`src/rtl/pc_file.sv`:
```
// pc_file: circular store of per-fetch-bundle state (PC, history, BP info,
// branch position), indexed by FetchID. Fetch allocates at wrPtr, the ROB
// frees entries by advancing its committed FetchID, and a taken branch
// rewinds wrPtr to just past the redirecting bundle.

package pc_file_pkg;
   typedef logic [2:0] FetchID_t;

   typedef struct packed {
      logic [30:0] pc;
      logic [7:0]  hist;
      logic [3:0]  bpi;
      logic [2:0]  branchPos;
   } PCFileEntry;

   typedef struct packed {
      logic        taken;
      FetchID_t    fetchID;
      logic [31:0] dstPC;
   } BranchProv;
endpackage

module pc_file
   import pc_file_pkg::*;
#(
   parameter int NUM_ENTRIES = 8,
   parameter int NUM_READ    = 2
) (
   input  logic       clk,
   input  logic       rst,
   input  logic       IN_alloc,
   input  PCFileEntry IN_allocData,
   output FetchID_t   OUT_allocID,
   output logic       OUT_full,
   input  FetchID_t   IN_comFetchID,
   input  BranchProv  IN_branch,
   input  FetchID_t   IN_readAddr [NUM_READ],
   output PCFileEntry OUT_readData [NUM_READ],
   output logic       OUT_overflow
);

   FetchID_t   wr_ptr_q, wr_ptr_d;
   logic       overflow_q, overflow_d;
   logic       alloc_ok;
   PCFileEntry entries_q [NUM_ENTRIES];

   // The slot at the committed FetchID is still live, so equality means full.
   assign OUT_full     = (wr_ptr_q == IN_comFetchID);
   assign OUT_allocID  = wr_ptr_q;
   assign OUT_overflow = overflow_q;

   // An allocation is accepted only with a free slot and no redirect.
   assign alloc_ok = IN_alloc && !OUT_full && !IN_branch.taken;

   // Next-state for the write pointer and the sticky overflow flag.
   always_comb begin
      wr_ptr_d   = wr_ptr_q;
      overflow_d = overflow_q;
      if (IN_branch.taken) begin
         wr_ptr_d = IN_branch.fetchID + FetchID_t'(1);
      end else if (IN_alloc) begin
         if (OUT_full) overflow_d = 1'b1;
         else          wr_ptr_d   = wr_ptr_q + FetchID_t'(1);
      end
   end

   // Pointer and overflow registers, cleared asynchronously.
   always_ff @(posedge clk or negedge rst) begin
      if (!rst) begin
         wr_ptr_q   <= '0;
         overflow_q <= 1'b0;
      end else begin
         wr_ptr_q   <= wr_ptr_d;
         overflow_q <= overflow_d;
      end
   end

   // Entry array is not reset; writes are suppressed while reset is held.
   always_ff @(posedge clk) begin
      if (alloc_ok && rst) entries_q[wr_ptr_q] <= IN_allocData;
   end

   // Combinational read ports without write bypass.
   generate
      for (genvar gi = 0; gi < NUM_READ; gi++) begin : g_rd
         assign OUT_readData[gi] = entries_q[IN_readAddr[gi]];
      end
   endgenerate

endmodule

```
`config.mk`:
```
export PLATFORM = sky130hd
export DESIGN_NAME = pc_file
export DESIGN_NICKNAME = d
export VERILOG_FILES = /design/src/rtl/pc_file.sv
export SDC_FILE = /design/constraint.sdc
export NUM_CORES = 1
export LEC_CHECK = 0
export CELL_PAD_IN_SITES_DETAIL_PLACEMENT = 1
export CELL_PAD_IN_SITES_GLOBAL_PLACEMENT = 2
export CORE_MARGIN = 3
export CORE_UTILIZATION = 49
export CTS_BUF_LIST = sky130_fd_sc_hd__clkbuf_8
export DETAILED_ROUTE_END_ITERATION = 12
export PLACE_DENSITY_LB_ADDON = 0.1
export SLEW_MARGIN = 20
export SYNTH_ARGS = -nofsm -noshare
export SYNTH_HDL_FRONTEND = slang
export SYNTH_SLANG_ARGS = --single-unit
```
`constraint.sdc`:
```
create_clock -name clk -period 8.4 [get_ports clk]
set_input_delay 1.26 -clock clk [delete_from_list [all_inputs] [get_ports clk]]
set_output_delay 1.26 -clock clk [all_outputs]
set_load 0.02 [all_outputs]
```
==> results of run 1 <==
==> layout by cell type, fill, tap and decap left out, types with 3 or more instances in the layout <==
cell type	n
dfrtp_1	4
mux4_2	184
clkbuf_8	61
nand2_1	6
clkdlybuf4s50_1	152
nor3_2	4
clkinv_2	6
inv_1	22
mux2_2	92
edfxtp_1	368
buf_4	20
xor2_1	4
xnor2_1	3
nor2_4	4
clkinv_1	12
==> sequential cells by signal (all words and copies together), names as in the netlist <==
name          flops
entries_q       368
OUT_allocID       3
OUT_overflow      1
==> metal layers <==
layer,share of wire [%],vias up
met5,0.10,-
met4,2.0,6
met3,4.6,65
met2,52,216
met1,41,4721
li1,-,3669
==> kinds of logic (layout without fill, tap and decap cells) <==
kind of cell	count (synthesis)	count (layout)	share of synthesized area, %
AO/OA/AOI/OAI	12	12	0.545
multiplexers	276	276	30.5
buffers and inverters	59	280	2.11
flip-flops	372	372	65.6
other	0	1	0
adder cells (fa/ha/maj)	1	1	0.0736
AND/OR/NAND/NOR	25	25	0.773
XOR/XNOR	7	7	0.361
==> critical path, cell delays in order <==
cell and delay (ns):
buf_6 0.63, buf_4 0.70, mux4_2 0.60, mux2_2 0.30, clkdlybuf4s50_1 0.55
==> cell type report <==
cell class	count	area, um2	share of cell area, %
inverter	4	15.0	0.0752
timing repair buffer	176	1700	8.53
clock buffer	61	840	4.20
tap	448	561	2.81
sequential	372	11200	55.8
multi-input combinational	321	5530	27.7
antenna	1	2.50	0.0125
clock inverter	39	169	0.846
==> power by group <==
part | switching, mW | internal, mW
logic | 0.273 | 0.261
registers | 0.0301 | 2.09
clock network | 0.678 | 0.667
==> per-stage QoR <==
step | hold slack, ns | std cells
floorplan | 0.591 | 752
global placement | 0.452 | 1321
detailed placement | 0.462 | 1321
CTS | 0.477 | 1421
global route | 0.486 | 1422
finish | 0.474 | 1422
==> path summary, 6_finish.rpt <==
kind	end	cells past startpoint	slack, ns
max in group asynchronous	OUT_overflow$_DFFE_PN0P_	1	7.32
hold / removal	OUT_overflow$_DFFE_PN0P_	1	0.47
setup / recovery	OUT_readData[5]	5	2.98
setup reg to reg	entries_q[7][16]$_DFFE_PP_	4	5.37
hold reg to reg	OUT_overflow$_DFFE_PN0P_	1	0.47
min in group asynchronous	OUT_allocID[1]$_DFFE_PN0P_	1	0.88
==> results_dict.tcl, run 1 <==
set metrics [dict create \
    outcome "finished, final reports clean" \
    grt_use_met3_pct 3.91 \
    via_per_inst 6.10 \
    groute.layer.met2.usage_pct 38.9 \
    critPathRequiredTime_ns 7.14 \
    synth_top_flop_cell "edfxtp_1" \
    maximum_vdd_ir_drop_v 0.000157 \
    dpl_worst_slack_ns 2.88 \
    drt-pass1-iter-count 5 \
    gr-total-overflow 0 \
    setup_repair_after_global_routing_missed_its_margin "false" \
    synth_top_cells_by_count "368 x edfxtp_1, 184 x mux4_2, 92 x mux2_2" \
    final_core_util_pct 59.0 \
    max-cap-violations 0 \
    clk_pin_slew_worst_paths_ns 0.06 \
    global_route_wire_length_before_repair_um 60600 \
    routed_wirelength_um 40500 \
    boundaryPins 191 \
    min-delay-start "OUT_overflow$_DFFE_PN0P_" \
    post_synth_main_area_contributors "edfxtp_1 65%, mux4_2 24%, mux2_2 6.1%, buf_6 1.1%, dfrtp_1 0.59%" \
    yosysWarnings 0 \
    numCtsBuffers 61 \
    floorplan.die_area_mm2 0.0369 \
    grt.total_usage_pct 22.4 \
    final_period_minus_worst_setup_slack_ns 5.42 \
    synth_area_mm2 0.0170 \
    floorplan.die.height_um 192 \
    synth.avg_cell_area_um2 22.6 \
    design.final.nets 1031 \
    grt_use_met1_pct 29.4 \
    min_path_type "reg2reg" \
    total_cell_area_at_the_placement_stage_mm2 0.0190 \
    placement_rows 67 \
    cts_tree "done" \
    fill_cells 2866 \
    route.vias.total 8677 \
    cts.hold.buffers_added 0 \
    routedWlPerCell_um 28.4 \
    buffer_ports.inserted 158 \
    cts_resized 0 \
    timing.critical_path.fanout_max 61 \
    post_cts_buffers 0 \
    effective_utilization_at_floorplan_pct 50.2 \
    worstSetupStartpointType "input port" \
    p_per_area_mw_per_mm2 200 \
    critPathKind "in2out" \
    number_of_antenna_violations_at_the_first_check_in_global_routing 4 \
    cp.arrival_ns 4.16 \
    worst_slew_margin_rel_pct 28.0 \
    yosys.cell_count.top_type "edfxtp_1" \
    grt_start_max_net_pins 62 \
    cts_root_buf "clkbuf_8" \
    worstSetupEndpointType "primary output" \
    drt_drc_violations_left 0 \
    number_of_synthesized_register_bits 372 \
    worst_skew_pair.late_latency_ns 0.61 \
    vias_in_the_first_global_route 9918 \
    maximum_count_of_clock_buffers_along_a_single_path 3 \
    drv_slew 0 \
    busiest_layer "met2" \
    final_layout_size_suffix_gt1_share_pct 39.0 \
    postSynth.asyncResetShare_pct 1.08 \
    clkSinkCount 372 \
    worst_slew_pin_slew_ns 1.06 \
    drtAntennaViolNets 0 \
    post_detail_place_hpwl_um 23300 \
    coreArea_mm2 0.0339 \
    max_clock_freq_ghz 0.185 \
    cts_max_level 2 \
    timing.clock.skew_ns 0.0223 \
    tns_ns 0 \
    synth_cell_types 31 \
    synth_nets 847 \
    timing_hold_violations_final 0 \
    ys_seq_area_share_pct 65.6 \
    final_weighted_congestion_in_routability_driven_placement 0.751 \
    dieWidth_um 192 \
    yosysTopAreaCell "edfxtp_1" \
    timing.final.crit_share_pct 64.5 \
    synth_top_area_share_pct 65.1 \
    flow.area_growth_from_synthesis_pct 17.6 \
    synth_enable_flop_cells 368 \
    report.final.setup_viol 0 \
    critical_path.startpoint "IN_readAddr[0]" \
    layout_setup_ws_ns 2.98 \
    crit-reg2reg-launch "OUT_allocID[0]$_DFFE_PN0P_" \
    detail_route.iter0.violations 706 \
    fin_area_mm2 0.0200 \
    totalPowerFinal_mw 4.00 \
    netlist_instances 752 \
    leakagePower_nw 6.32 \
]
Power figures use the tool's default switching activity.
==> run 2, diff against run 1 <==
--- a/config.mk
+++ b/config.mk
@@ -8,7 +8,7 @@
 export CELL_PAD_IN_SITES_DETAIL_PLACEMENT = 1
 export CELL_PAD_IN_SITES_GLOBAL_PLACEMENT = 2
 export CORE_MARGIN = 3
-export CORE_UTILIZATION = 49
+export CORE_UTILIZATION = 46
 export CTS_BUF_LIST = sky130_fd_sc_hd__clkbuf_8
 export DETAILED_ROUTE_END_ITERATION = 12
 export PLACE_DENSITY_LB_ADDON = 0.1
==> constraint.sdc (replaced) <==
create_clock -name clk -period 5 [get_ports clk]
set_input_delay 0.75 -clock clk [delete_from_list [all_inputs] [get_ports clk]]
set_output_delay 0.75 -clock clk [all_outputs]
set_load 0.02 [all_outputs]
==> run 2 against run 1 <==
Effect of this change: non-clock buffer count increased by 12; sequential share of layout area fell by 1.0 points; first-iteration DRC count decreased by 12%; highest routed layer unchanged.
==> results_dict.tcl, run 2 (synthesis gave the netlist of run 1 again) <==
set metrics [dict create \
    outcome "finished, final reports clean" \
    cp.arrival_ns 3.06 \
    global_route_wire_length_before_repair_um 63400 \
    coreArea_mm2 0.0360 \
    timing.clock.skew_ns 0.0287 \
    dpl_worst_slack_ns 1.19 \
    timing.final.crit_share_pct 76.3 \
    crit-reg2reg-launch "OUT_allocID[0]$_DFFE_PN0P_" \
    max_clock_freq_ghz 0.262 \
    placement_rows 69 \
    grt_start_max_net_pins 44 \
    layout_setup_ws_ns 1.19 \
    effective_utilization_at_floorplan_pct 47.2 \
    critical_path_buf_inv_count 3 \
    final_cell_mix "368 x edfxtp_1, 184 x mux4_2, 152 x clkdlybuf4s50_1" \
    drt-pass1-iter-count 4 \
    route.vias.total 8806 \
    detail_route.iter0.violations 620 \
    final_weighted_congestion_in_routability_driven_placement 0.786 \
    cts_resized 0 \
    flow.area_growth_from_synthesis_pct 19.7 \
    floorplan.die_area_mm2 0.0393 \
    maximum_count_of_clock_buffers_along_a_single_path 3 \
    crit_cells 5 \
    post_detail_place_hpwl_um 25500 \
    worstSetupStartpointType "input port" \
    final_common_cell "edfxtp_1" \
    buffer_ports.inserted 158 \
    endpoint "OUT_readData[8]" \
    antenna_cells 0 \
    min_path_type "in2async" \
    critPathRequiredTime_ns 4.25 \
    worst_slew_margin_rel_pct 32.2 \
    total_cell_area_at_the_placement_stage_mm2 0.0192 \
    max-cap-violations 0 \
    numCtsBuffers 61 \
    worstPathCellList "buf_4, buf_4, mux4_2, mux2_2, clkdlybuf4s50_1" \
    report.final.setup_viol 0 \
    tns_ns 0 \
    drt_drc_violations_left 0 \
    worst-r2r-cell-count 4 \
    grt.total_usage_pct 21.9 \
    clk_pin_slew_worst_paths_ns 0.06 \
    fin_area_mm2 0.0203 \
    critical_path.startpoint "IN_readAddr[1]" \
    critPathMostFrequentCell "buf_4" \
    clkSinkCount 372 \
    critPathKind "in2out" \
    layoutNonFillerInstCount 1457 \
    number_of_antenna_violations_at_the_first_check_in_global_routing 2 \
    fill_cells 3055 \
    cts_root_buf "clkbuf_8" \
    gr-total-overflow 0 \
    maximum_vdd_ir_drop_v 0.000223 \
    post_cts_buffers 0 \
    number_of_flip_flops_in_the_largest_register 368 \
    p_per_area_mw_per_mm2 346 \
    dpl.cell_count 1346 \
    leakagePower_nw 6.49 \
    reg2reg_to "entries_q[4][22]$_DFFE_PP_" \
    drv_slew 0 \
    cts_max_level 2 \
    timing.critical_path.fanout_max 43 \
    floorplan.die.height_um 198 \
    drtAntennaViolNets 0 \
    vias_in_the_first_global_route 10100 \
    largest_register "entries_q" \
    critical-path-slowest-cell "clkdlybuf4s50_1" \
    final_layout_size_suffix_gt1_share_pct 40.0 \
    reg2reg_slack_ns 2.25 \
    routedWlPerCell_um 29.0 \
    worst_skew_pair.late_latency_ns 0.62 \
    design.final.nets 1043 \
    path_delay_family "buffers and inverters" \
    worst_slew_pin_slew_ns 1.00 \
    totalPowerFinal_mw 7.03 \
    worstSetupEndpointType "primary output" \
    largest_incremental_delay_on_the_critical_path_ns 0.55 \
    boundaryPins 191 \
    setup_repair_after_global_routing_missed_its_margin "false" \
    dieWidth_um 198 \
    timing_hold_violations_final 0 \
    cts.hold.buffers_added 0 \
    via_per_inst 6.04 \
    cts_tree "done" \
    routed_wirelength_um 42200 \
    final_period_minus_worst_setup_slack_ns 3.81 \
]
run 2: cell types whose count changed in the layout (fill, tap and decap cells not counted), sizes merged:
cell / previous run / this run
clkbuf: 61 / 63
diode: 1 / 0
clkinv: 18 / 24
bufinv: 0 / 4
clkinvlp: 2 / 1
buf: 24 / 36
run 2: routing by layer:
layer / up-vias / global-route usage (%) / share of wire [%]
met2: 238 / 38.2 / 52
met4: 4 / 5.22 / 1.7
li1: 3714 / - / -
met3: 58 / 4.17 / 4.8
met5: - / 0 / 0.052
met1: 4792 / 28.7 / 42
run 2: how the worst min path moves through the flow:
stage | from | end | slack [ns] | cells after the start
2_1_floorplan | rst | OUT_allocID[0]$_DFFE_PN0P_ | 0.45 | 0
3_3_place_gp | OUT_overflow$_DFFE_PN0P_ | OUT_overflow$_DFFE_PN0P_ | 0.46 | 1
3_5_place_dp | OUT_overflow$_DFFE_PN0P_ | OUT_overflow$_DFFE_PN0P_ | 0.46 | 1
4_1_cts | rst | OUT_allocID[0]$_DFFE_PN0P_ | 0.34 | 1
5_1_grt | rst | OUT_allocID[0]$_DFFE_PN0P_ | 0.34 | 1
6_report | rst | OUT_allocID[0]$_DFFE_PN0P_ | 0.37 | 1
run 2: where the power goes:
group | internal, mW | total [mW] | switching [mW]
Sequential | 3.52 | 3.57 | 0.0528
Clock | 1.37 | 2.54 | 1.17
Combinational | 0.451 | 0.923 | 0.472
run 2: area by class of cell:
class	instances	area [um2]	area share [%]
clock buffers	63	867	4.26
inverters	4	15.0	0.0738
repair buffers	188	1890	9.31
multi-input cells	321	5540	27.2
clock inverters	48	299	1.47
flip-flops and latches	372	11200	54.8
well taps	461	577	2.84
run 2: worst register-to-register path: stages, from the launching register on:
cell and delay, ns:
dfrtp_1 0.63, xor2_1 0.33, o311ai_1 0.33, nor2_4 0.77
buf_12 0.34
run 2: stage by stage:
step	utilization, %	hold slack, ns
global placement	53.2	0.460
global route	56.5	0.344
CTS	56.5	0.342
detailed placement	53.2	0.457
finish	56.5	0.367
floorplan	-	0.454
==> run 3, diff against run 2 <==
==> constraint.sdc (replaced) <==
create_clock -name clk -period 3.9 [get_ports clk]
set_input_delay 0.585 -clock clk [delete_from_list [all_inputs] [get_ports clk]]
set_output_delay 0.585 -clock clk [all_outputs]
set_load 0.02 [all_outputs]
==> run 3 against run 2 <==
Effect of this change: sequential share of layout area up 0.088 points; count of clock-buffer cells in the layout down 3; clock power up 20%; non-clock buffer count down 1; largest cell class unchanged; critical path depth unchanged; sequential power up 28%.
==> results_dict.tcl, run 3 (synthesis gave the netlist of run 1 again) <==
set metrics [dict create \
    reg2reg_to "entries_q[5][15]$_DFFE_PP_" \
    gr-total-overflow 0 \
    cp.arrival_ns 2.52 \
    final_layout_size_suffix_gt1_share_pct 40.5 \
    timing.clock.skew_ns 0.0327 \
    route.vias.total 8708 \
    report.final.setup_viol 0 \
    endpoint "OUT_readData[8]" \
    grt_start_max_net_pins 47 \
    total_cell_area_at_the_placement_stage_mm2 0.0192 \
    cts_max_level 2 \
    number_of_flip_flops_in_the_largest_register 368 \
    via_per_inst 5.98 \
    grt.total_usage_pct 21.6 \
    critPathKind "in2out" \
    crit-reg2reg-launch "OUT_allocID[0]$_DFFE_PN0P_" \
    placement_rows 69 \
    routedWlPerCell_um 28.5 \
    floorplan.die.height_um 198 \
    worst_slew_margin_rel_pct 49.3 \
    cts_tree "done" \
    flow.area_growth_from_synthesis_pct 19.5 \
    design.final.nets 1041 \
    drt-pass1-iter-count 5 \
    maximum_count_of_clock_buffers_along_a_single_path 3 \
    final_cell_mix "368 x edfxtp_1, 184 x mux4_2, 152 x clkdlybuf4s50_1" \
    timing.final.crit_share_pct 79.7 \
    worst_skew_pair.late_latency_ns 0.62 \
    drtAntennaViolNets 0 \
    antenna_cells 0 \
    min_path_type "in2async" \
    drv_slew 0 \
    post_detail_place_hpwl_um 24500 \
    critPathRequiredTime_ns 3.31 \
    layoutNonFillerInstCount 1457 \
    post_cts_buffers 0 \
    max_clock_freq_ghz 0.322 \
    clkSinkCount 372 \
    leakagePower_nw 6.47 \
    largest_register "entries_q" \
    number_of_antenna_violations_at_the_first_check_in_global_routing 0 \
    detail_route.iter0.violations 593 \
    critical_path.startpoint "IN_readAddr[1]" \
    worstSetupEndpointType "primary output" \
    timing_hold_violations_final 0 \
    boundaryPins 191 \
    vias_in_the_first_global_route 10100 \
    final_core_util_pct 56.4 \
    final_weighted_congestion_in_routability_driven_placement 0.745 \
    outcome "finished, final reports clean" \
    floorplan.die_area_mm2 0.0393 \
    worst_slew_pin_slew_ns 0.759 \
    max-cap-violations 0 \
    worst-r2r-cell-count 5 \
    numCtsBuffers 60 \
    cts_root_buf "clkbuf_8" \
    final_common_cell "edfxtp_1" \
    buffer_ports.inserted 158 \
    cts.hold.buffers_added 0 \
    worstSetupStartpointType "input port" \
    reg2reg_slack_ns 1.61 \
    final_period_minus_worst_setup_slack_ns 3.11 \
    drt_drc_violations_left 0 \
    dieWidth_um 198 \
    routed_wirelength_um 41500 \
    dpl.cell_count 1345 \
    maximum_vdd_ir_drop_v 0.000239 \
    global_route_wire_length_before_repair_um 62300 \
    coreArea_mm2 0.0360 \
    effective_utilization_at_floorplan_pct 47.2 \
    setup_repair_after_global_routing_missed_its_margin "false" \
    p_per_area_mw_per_mm2 434 \
    cts_resized 0 \
    clk_pin_slew_worst_paths_ns 0.07 \
    timing.critical_path.fanout_max 40 \
    fin_area_mm2 0.0203 \
]
==> run 3: how the worst min path moves through the flow <==
stage                             start                    endpoint  slack [ns]
2_1_floorplan                       rst  OUT_allocID[0]$_DFFE_PN0P_        0.29
3_3_place_gp   OUT_overflow$_DFFE_PN0P_    OUT_overflow$_DFFE_PN0P_        0.46
3_5_place_dp   OUT_overflow$_DFFE_PN0P_    OUT_overflow$_DFFE_PN0P_        0.46
4_1_cts                             rst  OUT_allocID[1]$_DFFE_PN0P_        0.16
5_1_grt                             rst  OUT_allocID[1]$_DFFE_PN0P_        0.18
6_report                            rst  OUT_allocID[1]$_DFFE_PN0P_        0.21
==> run 3: area by class of cell <==
| class | count | area [um2] |
|---|---|---|
| well taps | 461 | 577 |
| clock buffers | 60 | 826 |
| multi-input cells | 321 | 5540 |
| fillers | 3083 | 15700 |
| inverters | 4 | 15.0 |
| flip-flops and latches | 372 | 11200 |
| repair buffers | 187 | 1940 |
| clock inverters | 52 | 259 |
==> run 3: per-layer routing <==
metal	vias to the layer above	global-route usage, %	routed length, um
li1	3709	-	-
met1	4715	28.9	17100
met2	237	37.4	21500
met3	47	3.96	2220
met4	0	4.90	663
met5	-	0	0
==> run 3: worst max-delay path: stages <==
cell and delay [ns]:
buf_4 0.36, buf_12 0.33, mux4_2 0.35, mux2_2 0.32, clkdlybuf4s50_1 0.55
==> run 3: metrics by stage <==
stage	setup slack (ns)	TNS (ns)	total power [mW]	hold slack, ns
6_report	0.790	0	8.81	0.211
5_1_grt	0.700	0	9.17	0.183
4_1_cts	0.775	0	8.94	0.159
3_5_place_dp	0.780	0	5.86	0.457
3_3_place_gp	0.786	0	5.82	0.464
2_1_floorplan	-0.904	-122.86	5.34	0.289
==> run 3: where the power goes <==
group | internal, mW | switching, mW | leakage [nW]
Clock | 1.51 | 1.53 | 0.617
Combinational | 0.585 | 0.604 | 2.49
Sequential | 4.51 | 0.0652 | 3.36
